[config.mk]
export PLATFORM = sky130hd
export DESIGN_NAME = instruction_loader_flat
export DESIGN_NICKNAME = d
export VERILOG_FILES = /design/src/rtl/instruction_loader_if.sv /design/src/rtl/instruction_loader.sv /design/src/flat_wrapper.sv
export SDC_FILE = /design/constraint.sdc
export NUM_CORES = 1
export LEC_CHECK = 0
export CAP_MARGIN = 25
export CORE_AREA = 2 2 94 132
export CTS_CLUSTER_SIZE = 28
export DETAILED_ROUTE_END_ITERATION = 10
export DIE_AREA = 0 0 96 134
export GPL_TIMING_DRIVEN = 0
export PLACE_DENSITY = 0.55
export RECOVER_POWER = 100
export SYNTH_ARGS = -nofsm -noshare
export SYNTH_HDL_FRONTEND = slang
export SYNTH_SLANG_ARGS = --single-unit
[constraint.sdc]
create_clock -name clk -period 3.3 [get_ports clk]
set_input_delay 0.33 -clock clk [delete_from_list [all_inputs] [get_ports clk]]
set_output_delay 0.33 -clock clk [all_outputs]
set_load 0.01 [all_outputs]
[src/rtl/instruction_loader_if.sv]
// Byte-stream and instruction-memory write-port bundle for instruction_loader.
// master: the loader (sinks bytes, drives the write port).
// slave:  the environment (byte source plus instruction memory).
interface instruction_loader_if #(
   parameter int ADDR_W = 16
);
   logic              byte_valid;
   logic [7:0]        byte_data;
   logic              byte_ready;
   logic              we;
   logic [ADDR_W-1:0] waddr;
   logic [15:0]       wdata;

   modport master (
      input  byte_valid, byte_data,
      output byte_ready, we, waddr, wdata
   );

   modport slave (
      output byte_valid, byte_data,
      input  byte_ready, we, waddr, wdata
   );
endinterface

[src/rtl/instruction_loader.sv]
// instruction_loader: fills the instruction memory from a big-endian byte
// stream, one 16-bit word per byte pair at consecutive addresses from 0, then
// raises ready to release instruction fetch.
// Optional feature macro: LOADER_CHECKSUM_EN -- after the last word, a 16-bit
// checksum (high byte first) is compared against the mod-2^16 sum of the
// loaded words; ready is withheld and error set on mismatch.
// Every output is a register; the FSM next-state logic also computes the
// next output values so that they are registered alongside the state.
module instruction_loader #(
   parameter int SIZE_IM = 32,
   parameter int ADDR_W  = 16
) (
   input  logic                  clk,
   input  logic                  rst_n,
   input  logic                  start,
   input  logic [ADDR_W-1:0]     num_words,
   instruction_loader_if.master  bus,
   output logic                  busy,
   output logic                  ready,
   output logic                  error
);

   typedef enum logic [2:0] {
      IDLE, HI, LO, WRITE, DONE, CHK_HI, CHK_LO
   } state_t;

   state_t            state, state_nxt;
   logic [ADDR_W-1:0] len, len_nxt;
   logic [ADDR_W-1:0] cnt, cnt_nxt;
   logic [7:0]        hi, hi_nxt;
   logic [ADDR_W-1:0] waddr_nxt;
   logic [15:0]       wdata_nxt;
   logic              error_nxt;
   logic              acc;
`ifdef LOADER_CHECKSUM_EN
   logic [15:0]       sum, sum_nxt;
   logic [7:0]        chk_hi, chk_hi_nxt;
`endif

   // byte_ready is registered and high only in byte-accepting states
   assign acc = bus.byte_valid && bus.byte_ready;

   // next-state and datapath: length check on start, byte assembly, counting
   always_comb begin
      state_nxt = state;
      len_nxt   = len;
      cnt_nxt   = cnt;
      hi_nxt    = hi;
      waddr_nxt = bus.waddr;
      wdata_nxt = bus.wdata;
      error_nxt = error;
`ifdef LOADER_CHECKSUM_EN
      sum_nxt    = sum;
      chk_hi_nxt = chk_hi;
`endif
      case (state)
         IDLE, DONE: begin
            if (start) begin
               if (num_words == '0 || num_words > ADDR_W'(SIZE_IM)) begin
                  error_nxt = 1'b1;
                  state_nxt = IDLE;
               end else begin
                  error_nxt = 1'b0;
                  len_nxt   = num_words;
                  cnt_nxt   = '0;
                  state_nxt = HI;
`ifdef LOADER_CHECKSUM_EN
                  sum_nxt   = '0;
`endif
               end
            end
         end
         HI: begin
            if (acc) begin
               hi_nxt    = bus.byte_data;
               state_nxt = LO;
            end
         end
         LO: begin
            if (acc) begin
               waddr_nxt = cnt;
               wdata_nxt = {hi, bus.byte_data};
               state_nxt = WRITE;
            end
         end
         WRITE: begin
            cnt_nxt = cnt + ADDR_W'(1);
`ifdef LOADER_CHECKSUM_EN
            sum_nxt = sum + bus.wdata;
            state_nxt = (cnt + ADDR_W'(1) == len) ? CHK_HI : HI;
`else
            state_nxt = (cnt + ADDR_W'(1) == len) ? DONE : HI;
`endif
         end
`ifdef LOADER_CHECKSUM_EN
         CHK_HI: begin
            if (acc) begin
               chk_hi_nxt = bus.byte_data;
               state_nxt  = CHK_LO;
            end
         end
         CHK_LO: begin
            if (acc) begin
               if ({chk_hi, bus.byte_data} == sum) begin
                  state_nxt = DONE;
               end else begin
                  error_nxt = 1'b1;
                  state_nxt = IDLE;
               end
            end
         end
`endif
         default: state_nxt = IDLE;
      endcase
   end

   // state, datapath and registered outputs; reset discards any partial word
   always_ff @(posedge clk) begin
      if (!rst_n) begin
         state          <= IDLE;
         len            <= '0;
         cnt            <= '0;
         hi             <= '0;
         bus.waddr      <= '0;
         bus.wdata      <= '0;
         bus.we         <= 1'b0;
         bus.byte_ready <= 1'b0;
         busy           <= 1'b0;
         ready          <= 1'b0;
         error          <= 1'b0;
`ifdef LOADER_CHECKSUM_EN
         sum            <= '0;
         chk_hi         <= '0;
`endif
      end else begin
         state          <= state_nxt;
         len            <= len_nxt;
         cnt            <= cnt_nxt;
         hi             <= hi_nxt;
         bus.waddr      <= waddr_nxt;
         bus.wdata      <= wdata_nxt;
         bus.we         <= (state_nxt == WRITE);
         bus.byte_ready <= (state_nxt == HI) || (state_nxt == LO) ||
                           (state_nxt == CHK_HI) || (state_nxt == CHK_LO);
         busy           <= (state_nxt == HI) || (state_nxt == LO) ||
                           (state_nxt == WRITE) ||
                           (state_nxt == CHK_HI) || (state_nxt == CHK_LO);
         ready          <= (state_nxt == DONE);
         error          <= error_nxt;
`ifdef LOADER_CHECKSUM_EN
         sum            <= sum_nxt;
         chk_hi         <= chk_hi_nxt;
`endif
      end
   end

endmodule

[src/flat_wrapper.sv]
// flat-port wrapper written by rule: the top's interface ports become plain ports
module instruction_loader_flat 
#(
   parameter int SIZE_IM = 32,
   parameter int ADDR_W  = 16
)
  (clk, rst_n, start, num_words, busy, ready, error, bus_byte_valid, bus_byte_data, bus_byte_ready, bus_we, bus_waddr, bus_wdata);
  instruction_loader_if #(.ADDR_W(ADDR_W)) bus_i ();
  input  logic clk;
  input  logic rst_n;
  input  logic start;
  input  logic [ADDR_W-1:0] num_words;
  output logic busy;
  output logic ready;
  output logic error;
  input wire logic [$bits(bus_i.byte_valid)-1:0] bus_byte_valid;
  input wire logic [$bits(bus_i.byte_data)-1:0] bus_byte_data;
  output wire logic [$bits(bus_i.byte_ready)-1:0] bus_byte_ready;
  output wire logic [$bits(bus_i.we)-1:0] bus_we;
  output wire logic [$bits(bus_i.waddr)-1:0] bus_waddr;
  output wire logic [$bits(bus_i.wdata)-1:0] bus_wdata;
  assign bus_i.byte_valid = bus_byte_valid;
  assign bus_i.byte_data = bus_byte_data;
  assign bus_byte_ready = bus_i.byte_ready;
  assign bus_we = bus_i.we;
  assign bus_waddr = bus_i.waddr;
  assign bus_wdata = bus_i.wdata;
  instruction_loader #(.SIZE_IM(SIZE_IM), .ADDR_W(ADDR_W)) u_core (.clk(clk), .rst_n(rst_n), .start(start), .num_words(num_words), .bus(bus_i), .busy(busy), .ready(ready), .error(error));
endmodule
==> flow_summary.ini <==
[clock_tree]
cts_max_level = 3
cts_buffers = 9
cts_tree = yes
clk_pin_slew_ps = 70
clk_latency_ps = 330
cts_buffer_depth = 2
cts_num_sinks = 80
cts_root_buffer = clkbuf_16
hold_buffers = 0

[logic_synthesis]
synthesis.area_um2 = 3779
synth.net_count = 484
ys_types = 47
post-synth-top-area-cell = dfxtp_1
synthFlopType = dfxtp_1
synth-seq-area-share = 0.4238
syn_inst = 452
syn_area_per_cell_um2 = 8.360
synthTopCellsByArea = dfxtp_1 (42%), nand2_1 (9.8%), a21boi_1 (6.8%), mux2i_1 (4.2%), nor2b_1 (4.1%)
ys_async_sr_fraction = 0
yosysWarnings = 0
ys_ff_latch = 80
synth_enable_flop_cells = 0
synth_top_area_share = 0.4238

[final_layout]
syn_to_final_growth_pct = 29.01
drive_above_1_share = 0.06026
final_cell_mix = nand2_1 (99), dfxtp_1 (80), dlygate4sd3_1 (38)
finalInstanceArea_um2 = 4875
nets = 558
diodes = 0
final_common_cell = nand2_1
utilization = 0.4166

[grt]
grt_first_pass_wirelength_um = 16230
groute.usage.overall = 0.1630
grt_pass1_vias = 3263
grt-ovfl-total = 0
grt_start_max_net_pins = 16
antenna_found_initial = 0

[drt]
first_pass_iters = 4
drt_wl_total_um = 9734
route.detailed.drc = 0
vias = 3341
wl_per_cell_um = 14.36
ant_nets = 0
vias_per_cell = 4.928
drt_iter0_markers = 197

[sta]
rsz0062_at_grt = no
tightest_slew_ps = 968.0
holdWs_ps = 457.4
min_period_ps = 3022
slew_headroom = 0.3523
slew_viol_final = 0
fin_setup_tns_ps = 0
setup_viol_count_final = 0
min_period_over_period = 0.9158
hold_violations = 0
clock.fmax_ghz = 0.3309
clock_skew_ps = 8.383

[place]
gp_congestion = 0.8516
io_buffer_count = 63
placed_area_um2 = 4593
hpwl_um = 7391

[status]
status = finished, final reports clean

[setup_path]
crit_arrival_ps = 3280
crit_path_end = u_core.busy
r2r_slack_ps = 280
crit_path_end_kind = flip-flop
critical_path_class = reg -> reg
worst_ep_required_time_ps = 3560
r2r_end = u_core.busy
crit_fanout = 7
r2r_start = u_core.cnt[2]
r2r_cells = 12
start_kind = flip-flop
startpoint = u_core.cnt[2]

[floorplan]
core_um2 = 11700
chipWidth_um = 96
fp.dieArea_um2 = 12860
fp-row-count = 47
num_io_pins = 65
fp.dieH_um = 134
start_util = 0.3229

[min_path]
hold_path_class = reg -> reg

[power_and_ir_drop]
p_per_area_nw_per_um2 = 401.2
vdd_drop_max_uv = 271.6
power.total_mw = 1.956
p_leak_nw = 1.810

[run]
maxCapViolations = 0
[sequential cells by signal, indices dropped and copies added, names as in the netlist]
register               flops
u_core.bus.we              1
u_core.error               1
u_core.busy                1
u_core.bus.byte_ready      1
u_core.ready               1
u_core.hi                  8
u_core.bus.wdata          16
u_core.cnt                16
u_core.len                16
u_core.bus.waddr          16
u_core.state               3
[stage by stage]
step	cells	setup slack, ps
floorplan	452	661.6
global placement	662	103.0
detailed placement	662	62.76
CTS	678	219.5
global route	678	44.19
finish	678	277.7
[routing by layer]
metal / GRT usage / share of wire / up-vias
met1: 0.2060 / 0.44 / 1551
met4: 0.07063 / 0.028 / 0
met2: 0.2704 / 0.50 / 73
met5: 0 / 0 / -
met3: 0.02528 / 0.035 / 15
li1: - / - / 1702
[worst max-delay path: stages, from the launching register on]
cell and delay, ps:
dfxtp_1 520, nand4_2 300, nor3_2 430, xnor2_1 130, a2111oi_1 420, o31a_2 250
nand2_2 90, nand2_1 130, ha_1 160, nor2b_1 130, o21ai_0 80, and2_0 180
mux2i_1 120
[logic make-up after synthesis]
family / count (synthesis) / synth area share
AOI/OAI and AO/OA: 88 / 0.1583
xor gates and xnor gates: 17 / 0.03941
adders and majority gates: 4 / 0.01325
buffers and inverters: 35 / 0.03675
DFF: 80 / 0.4238
muxes: 16 / 0.04238
and+or+nand+nor: 212 / 0.2861
[area by class of cell]
cell class / instances / area [um2]
Timing Repair Buffer: 63 / 630.6
Multi-Input combinational cell: 337 / 2041
Tap cell: 147 / 183.9
Clock buffer: 9 / 225.2
Inverter: 3 / 11.26
Sequential cell: 80 / 1602
Clock inverter: 7 / 53.80
Fill cell: 1171 / 6828
Buffer: 32 / 127.6
[worst min path at each step]
stage	slack, ps	cells after the start	to	from
final	460	2	u_core.bus.waddr[8]	u_core.bus.waddr[8]
after global routing	490	2	u_core.bus.wdata[14]	u_core.hi[6]
after CTS	460	2	u_core.bus.waddr[8]	u_core.bus.waddr[8]
after detailed placement	450	2	u_core.bus.waddr[8]	u_core.bus.waddr[8]
after global placement	440	2	u_core.bus.wdata[14]	u_core.hi[6]
after floorplan	430	2	u_core.bus.wdata[10]	u_core.hi[2]
[synthesized netlist by cell type, types with 3 or more instances]
cell	number
a21boi_0	3
a21boi_1	34
a21oi_1	16
a22oi_1	3
a31oi_1	5
and2_1	6
and3_1	15
buf_2	6
clkbuf_1	26
dfxtp_1	80
ha_1	4
inv_1	3
mux2i_1	16
nand2_1	99
nand3_1	9
nand4_1	4
nand4b_1	3
nor2_1	15
nor2b_1	25
nor3_1	11
nor4_1	4
o21ai_0	13
o21ai_1	4
or3_1	5
xnor2_1	15
[where the power goes]
part           internal (mW)  switching (mW)  leakage (nW)
Combinational         0.0403          0.0265          1.03
Sequential             0.966        0.000379         0.644
Clock                  0.516           0.407         0.140
[repair_timing]
| item | CTS | global route |
|---|---|---|
| setup buffers | 0 | 0 |
| endpoints found under the setup margin | 0 | 1 |
| gates resized for setup | 0 | 1 |
No activity file was read; power rests on OpenSTA's default activity.
